===== src/rtl/expu_sched.sv =====
// Job scheduler for an N_ROWS-lane EXPU: slices a job into lane-strobed issue beats and counts results back in.
// Zero-latency combinational handshakes in both directions; backpressure passes straight through from EXPU/sink.
module expu_sched #(
   parameter int N_ROWS    = 1,
   parameter int CNT_WIDTH = 16
) (
   input  logic                 clk_i,
   input  logic                 rst_ni,
   input  logic                 clear_i,
   input  logic                 start_i,
   input  logic [CNT_WIDTH-1:0] len_i,
   input  logic                 in_valid_i,
   output logic                 in_ready_o,
   output logic                 expu_valid_o,
   input  logic                 expu_ready_i,
   output logic [N_ROWS-1:0]    expu_strb_o,
   output logic                 expu_tag_o,
   output logic                 expu_enable_o,
   output logic                 expu_clear_o,
   input  logic                 expu_valid_i,
   input  logic [N_ROWS-1:0]    expu_strb_i,
   input  logic                 expu_tag_i,
   output logic                 expu_out_ready_o,
   output logic                 out_valid_o,
   input  logic                 out_ready_i,
   output logic [N_ROWS-1:0]    out_strb_o,
   output logic                 out_last_o,
   output logic                 busy_o,
   output logic                 done_o
);

   typedef enum logic [1:0] {IDLE, ISSUE, DRAIN, DONE} state_t;

   localparam logic [CNT_WIDTH-1:0] ROWS = CNT_WIDTH'(N_ROWS);

   state_t               state_q, state_d;
   logic [CNT_WIDTH-1:0] rem_q, rem_d;
   logic [CNT_WIDTH-1:0] pend_q, pend_d;
   logic [CNT_WIDTH-1:0] beat_k;
   logic [CNT_WIDTH-1:0] res_cnt;
   logic                 issue_fire;
   logic                 res_fire;
   logic                 unused_tag;

   function automatic logic [CNT_WIDTH-1:0] popcnt(input logic [N_ROWS-1:0] v);
      popcnt = '0;
      for (int i = 0; i < N_ROWS; i++) popcnt = popcnt + CNT_WIDTH'(v[i]);
   endfunction

   // The returned tag is redundant: completion is tracked by counting result lanes.
   assign unused_tag = expu_tag_i;

   always_comb begin
      expu_strb_o = '0;
      for (int i = 0; i < N_ROWS; i++) expu_strb_o[i] = (CNT_WIDTH'(i) < rem_q);
   end

   assign beat_k     = (rem_q < ROWS) ? rem_q : ROWS;
   assign expu_tag_o = (rem_q <= ROWS);

   assign expu_valid_o = (state_q == ISSUE) & in_valid_i;
   assign in_ready_o   = (state_q == ISSUE) & expu_ready_i;
   assign issue_fire   = expu_valid_o & expu_ready_i;

   assign res_cnt          = popcnt(expu_strb_i);
   assign out_valid_o      = rst_ni & expu_valid_i;
   assign expu_out_ready_o = out_ready_i;
   assign out_strb_o       = expu_strb_i;
   assign out_last_o       = out_valid_o & (pend_q <= res_cnt);
   assign res_fire         = out_valid_o & out_ready_i;

   assign busy_o        = (state_q == ISSUE) | (state_q == DRAIN);
   assign expu_enable_o = busy_o;
   assign done_o        = (state_q == DONE) & ~clear_i;
   assign expu_clear_o  = rst_ni & (clear_i | ((state_q == IDLE) & start_i & (len_i != '0)));

   always_comb begin
      state_d = state_q;
      rem_d   = rem_q;
      pend_d  = pend_q;
      case (state_q)
         IDLE: begin
            if (start_i) begin
               if (len_i != '0) begin
                  state_d = ISSUE;
                  rem_d   = len_i;
                  pend_d  = len_i;
               end else begin
                  state_d = DONE;
               end
            end
         end
         ISSUE: begin
            if (issue_fire) begin
               rem_d = rem_q - beat_k;
               // A zero-latency EXPU can return the final result in the same cycle as the last issue.
               if (expu_tag_o) state_d = (res_fire & out_last_o) ? DONE : DRAIN;
            end
         end
         DRAIN: begin
            if (res_fire & out_last_o) state_d = DONE;
         end
         DONE: state_d = IDLE;
         default: state_d = IDLE;
      endcase
      if ((state_q != IDLE) & res_fire)
         pend_d = (pend_q > res_cnt) ? (pend_q - res_cnt) : '0;
      if (clear_i) begin
         state_d = IDLE;
         rem_d   = '0;
         pend_d  = '0;
      end
   end

   always_ff @(posedge clk_i or negedge rst_ni) begin
      if (!rst_ni) begin
         state_q <= IDLE;
         rem_q   <= '0;
         pend_q  <= '0;
      end else begin
         state_q <= state_d;
         rem_q   <= rem_d;
         pend_q  <= pend_d;
      end
   end

endmodule


===== config.mk =====
export PLATFORM = sky130hd
export DESIGN_NAME = expu_sched
export DESIGN_NICKNAME = d
export VERILOG_FILES = /design/src/rtl/expu_sched.sv
export SDC_FILE = /design/constraint.sdc
export NUM_CORES = 1
export LEC_CHECK = 0
export BUFFER_PORTS_ARGS = -buffer_cell sky130_fd_sc_hd__buf_4
export CAP_MARGIN = 5
export CORE_AREA = 2 2 67 69
export CTS_BUF_LIST = sky130_fd_sc_hd__clkbuf_8
export CTS_CLUSTER_SIZE = 16
export DETAILED_ROUTE_END_ITERATION = 10
export DIE_AREA = 0 0 69 71
export MAX_ROUTING_LAYER = met4
export PLACE_DENSITY = 0.87
export SYNTH_ARGS = -nofsm -noshare
export SYNTH_HDL_FRONTEND = slang
export SYNTH_SLANG_ARGS = --single-unit

===== constraint.sdc =====
create_clock -name clk_i -period 7.56 [get_ports clk_i]
set_input_delay 0.378 -clock clk_i [delete_from_list [all_inputs] [get_ports clk_i]]
set_output_delay 0.378 -clock clk_i [all_outputs]
set_load 0.005 [all_outputs]

Yosys cells after proc, flatten, opt, wreduce, memory -nomap -nowiden. Index checks and enable logic that the tools add are counted. Widths: inputs -> output; s select.

Flip-flop bits (word level): 34. Bits in writable memories: 0. Input bits: 26. Output and inout port bits: 12. Latch bits: 0. ROM bits: 0. Memories kept: 0.

Multipliers: 0. Bitwise operators: 15. Reductions and logical operators: 10. Magnitude comparators: 5. Divide/modulo/power cells: 0. Eq/ne operators: 8. Add/sub/neg operators: 2. Mux-type cells: 18. Shift-type cells: 0.

Operators with widths (count): $mux 16 (9); $pmux 16 s2 (1); $gt 16x1->1 (1); $le 16x1->1 (1); $le 16x1->1 const B (1); $lt 1x16->1 const A (1); $lt 16x1->1 const B (1); $reduce_bool 16->1 (1); $sub 16x1->16 (1); $sub 16x16->16 (1); $and 1x1->1 (12); $mux 2 (6); $reduce_bool 3->1 (4); $ne 3x3->1 const B (3); $pmux 2 s4 (1); $reduce_and 4->1 (2); $ne 3x2->1 const B (2); $eq 2x2->1 const B (2); $reduce_and 3->1 (1); $eq 2x1->1 const B (1); $logic_not 2->1 (1); $or 1x1->1 (2); $reduce_bool 2->1 (1); $mux 1 (1); $not 1->1 (1).

Logic depth before layout (Yosys ltp).
Word-level depth: 8. Gate-level depth with buffers: 11. Mapped depth without buffers: 9.

Worst setup path after synthesis. Ideal clock, no wire load.

Path kind: register to register. Start: register rem_q[11]. End: register rem_q[12]. Path buffers: 2. Data arrival time: 2.587 ns. Cell stages (with the launch flop): 12. Setup slack: 4.883 ns. Cells stage by stage: dfrtp_1 -> clkbuf_1 -> or4_1 -> nor2_1 -> a21oi_1 -> ha_1 -> or3b_2 -> buf_2 -> nor2_1 -> nand2_1 -> or4_1 -> o221ai_1.

Word-level cells in the longest chain between the ends: 6.

Ends and longest elaborated chain: from (decl) (RTL line 37) `logic [CNT_WIDTH-1:0] rem_q, rem_d;`; from (signal assigned) (RTL line 122) `rem_q <= rem_d;`; $lt 16x1->1 (RTL line 58) `assign beat_k = (rem_q < ROWS) ? rem_q : ROWS;`; $mux 16 (RTL line 58); $sub 16x16->16 * (RTL line 95) `rem_d = rem_q - beat_k;`; $mux 16 * (RTL line 94) `if (issue_fire) begin`; $pmux 16 s2 * (RTL line 81) `case (state_q)`; $mux 16 * (RTL line 108) `if (clear_i) begin`.

Every way passes the cells marked *; elsewhere a longest branch is shown, timed or not. The select of a mux whose other input is x is not followed. A chain may end at the register's enable or synchronous reset.

Worst setup path in the final report.
Start: register pend_q[2]. End: register pend_q[13].

Word-level cells in the longest chain between the ends: 4.

Ends and longest elaborated chain: from (decl) (RTL line 38) `logic [CNT_WIDTH-1:0] pend_q, pend_d;`; from (signal assigned) (RTL line 123) `pend_q <= pend_d;`; $sub 16x1->16 or $gt 16x1->1 (tied branches) (RTL line 107) `pend_d = (pend_q > res_cnt) ? (pend_q - res_cnt) : '0;`; $mux 16 * (RTL line 107); $mux 16 * (RTL line 106) `if ((state_q != IDLE) & res_fire)`; $mux 16 * (RTL line 108).

Every way passes the cells marked *; elsewhere a longest branch is shown, timed or not.

==> results.py <==
metrics = {
    "outcome": {
        "status": "completed",
    },
    "placement": {
        "hpwl_mm": 5.145,
        "gp_congestion": 0.9655,
        "port_buffers": 36,
        "place_ws_ns": 4.488,
    },
    "power": {
        "switchingPower_w": 0.0005133,
        "power.density_nw_per_um2": 362.4,
        "ir_worst_vdd_mv": 0.2409,
        "internal-power_w": 0.0005677,
        "pwr-share-seq_pct": 27.8,
        "switching_share_pct": 47.49,
        "clkPwrFrac_pct": 15.0,
        "leakagePower_nw": 1.274,
        "p_comb_share_pct": 57.3,
    },
    "logic_synthesis": {
        "synthTopCellsByArea": "dfrtp_1 (33%), a21oi_1 (5.4%), o21ai_0 (4.4%)",
        "ys_top_cells_by_count": "dfrtp_1 (34), a21oi_1 (28), nand2_1 (26)",
        "synth_nets": 352,
        "ys_seq_elements": 34,
        "synth_top_area_share_pct": 32.50,
        "async_reset_ff_share_pct": 100.0,
        "syn_area_um2": 2618,
        "syn_area_per_cell_um2": 8.231,
        "ys_warn_count": 0,
        "syn-instance-count": 318,
        "synth-seq-area-share_pct": 32.50,
        "synth_area_leader_cell": "dfrtp_1",
        "synth_edf_count": 0,
        "yosysMostFrequentCell": "dfrtp_1",
        "ys.flop_type": "dfrtp_1",
        "yosysUniqueCellTypes": 61,
    },
    "worst_setup_path": {
        "crit_type": "reg2reg",
        "cp.arrival_ns": 3.30,
        "r2r_slack_ns": 4.43,
        "slowest_delay_ns": 1.09,
        "start_kind": "flop",
        "worstSetupEndpointType": "flop",
        "crit_chain": "nor4_2, o211ai_1, o21ai_0, o21ai_0, a221o_1",
        "worst_path_most_repeated_cell": "o21ai_0",
        "crit_required_ns": 7.74,
        "startpoint": "pend_q[2]$_DFFE_PN0P_",
        "cp_slowest_cell": "o21ai_0",
        "reg2regPathDepth": 5,
        "r2r_start": "pend_q[2]$_DFFE_PN0P_",
        "cp_max_fo": 11,
        "rr_endpoint": "pend_q[13]$_DFFE_PN0P_",
    },
    "grt": {
        "grt_pass1_wl_mm": 11.82,
        "grt_pass1_vias": 2534,
        "track_usage_pct": 30.57,
        "grt_overflow": 0,
        "antenna_found_initial": 0,
        "grt_max_degree": 40,
    },
    "sta": {
        "setup_ws_ns": 4.432,
        "drv_slew": 0,
        "tightest_slew_ns": 1.296,
        "fin_crit_sh_pct": 41.37,
        "relSlewSlack_pct": 12.71,
        "skew_ns": 0.006695,
        "fmax_mhz": 319.7,
        "finalSetupViolCount": 0,
        "finalHoldViolCount": 0,
        "period_needed_ns": 3.128,
        "setup_tns_ns": 0,
        "grt_setup_unrepaired": "false",
    },
    "final_layout": {
        "syn_to_final_growth_pct": 13.96,
        "fin_nets": 377,
        "antennaDiodeCount": 0,
        "drive_gt1_share_pct": 16.86,
    },
    "clock_tree": {
        "cts.clk_slew.worst_paths_ns": 0.08,
        "cts_inserted_buffers": 5,
        "cts_setup_buffers": 0,
        "root_buffer": "clkbuf_8",
        "cts-htree-levels": 2,
        "hold_buffers": 0,
        "clkSinkCount": 34,
        "cts_resized": 0,
        "cts_tree": "done",
        "clockBufferDepth": 2,
        "clock_latency_ns": 0.28,
    },
    "floorplanning": {
        "core_um2": 4204,
        "die_w_um": 69,
        "die-area_um2": 4899,
        "io_pins": 38,
        "start_util_pct": 62.26,
        "dieHeight_um": 71,
        "rows": 24,
    },
    "routing": {
        "num_vias": 2672,
        "via_per_inst": 6.747,
        "wl_mm": 7.067,
        "drtIter0Drc": 275,
        "drc_errors": 0,
        "drtPass1Iterations": 5,
        "wl_per_cell_um": 17.85,
        "ant_nets": 0,
    },
    "hold_path": {
        "hold_path.class": "in2async",
    },
    "job": {
        "cap_violations": 0,
    },
}
==> cells in the final DEF (no fill, tap or decap), types with 3 or more instances in the layout <==
master,n
or4_1,9
buf_4,37
nand3_1,8
a221o_1,4
a22o_1,3
dfrtp_1,34
and2_1,4
ha_1,8
a211oi_1,4
inv_1,12
o21a_1,4
o211ai_1,6
a21oi_1,28
nand2b_1,3
o21ai_0,23
nand2_1,26
nor2b_1,4
a22oi_1,6
nor3_1,12
nor4_1,10
clkbuf_8,8
and3_1,4
o41ai_1,4
a211o_1,3
nand3b_1,4
nor2_1,24
o31ai_1,5
==> metal layers <==
metal | share of wire, % | routed length, um | up-vias | track usage, %
met1 | 41 | 2899 | 1259 | 38.37
met5 | 0 | 0 | - | -
met3 | 7.6 | 540 | 12 | 4.843
met4 | 1.5 | 106 | 0 | 10.46
li1 | - | - | 1277 | -
met2 | 50 | 3521 | 124 | 50.53
==> flip-flops by register name (all words and copies together), names as in the netlist <==
register,count
pend_q,16
rem_q,16
state_q,2
==> logic make-up after synthesis <==
kind of cell    count (synthesis)  share of synthesized area [%]
fa+ha+maj                       8                          3.824
mux                             2                         0.7648
buf+inv                        31                          5.067
flops                          34                          32.50
compound gates                115                          29.97
simple gates                  128                          27.87
==> final cells by class <==
type,count,area (um^2)
multi-input combinational,253,1634
clock buffer,8,110.1
timing repair buffer,37,277.8
fill,369,1221
tap,52,65.06
sequential,34,850.8
inverter,12,45.04
==> how the worst max path moves through the flow <==
stage                             endpoint  slack [ns]  cells past startpoint
CTS                 pend_q[13]$_DFFE_PN0P_        4.48                      5
floorplan            rem_q[12]$_DFFE_PN0P_        4.88                     11
finish              pend_q[13]$_DFFE_PN0P_        4.43                      5
global route        pend_q[13]$_DFFE_PN0P_        4.18                      5
detailed placement  pend_q[13]$_DFFE_PN0P_        4.49                      5
global placement      rem_q[6]$_DFFE_PN0P_        4.54                      6
==> worst max-delay path: cells and delay by family (launching register included) <==
| kind | cells | cell delay (ns) |
|---|---|---|
| AO/OA/AOI/OAI | 4 | 2.01 |
| flip-flops | 1 | 0.45 |
| AND/OR/NAND/NOR | 1 | 0.56 |
==> stage by stage <==
step                      total power, W  util (%)  cells  hold WS [ns]  area (um^2)
after floorplan                0.0007512         -    318       0.08241         2618
after global placement         0.0008897     68.33    388        0.3697         2873
after detailed placement       0.0009062     68.33    388        0.3736         2873
after CTS                       0.001070     70.95    396       0.06425         2983
after global routing            0.001166     70.95    396       0.09329         2983
final                           0.001081     70.95    396       0.04509         2983
==> power groups by stage <==
| stage | Combinational (W) | Clock [W] | Sequential, W |
|---|---|---|---|
| 3_5_place_dp | 0.000606 | 0 | 0.000300 |
| 4_1_cts | 0.000610 | 0.000162 | 0.000298 |
| 2_1_floorplan | 0.000469 | 0 | 0.000282 |
| 3_3_place_gp | 0.000593 | 0 | 0.000297 |
| 6_report | 0.000619 | 0.000162 | 0.000300 |
| 5_1_grt | 0.000688 | 0.000169 | 0.000309 |
No activity file was read; power rests on OpenSTA's default activity.
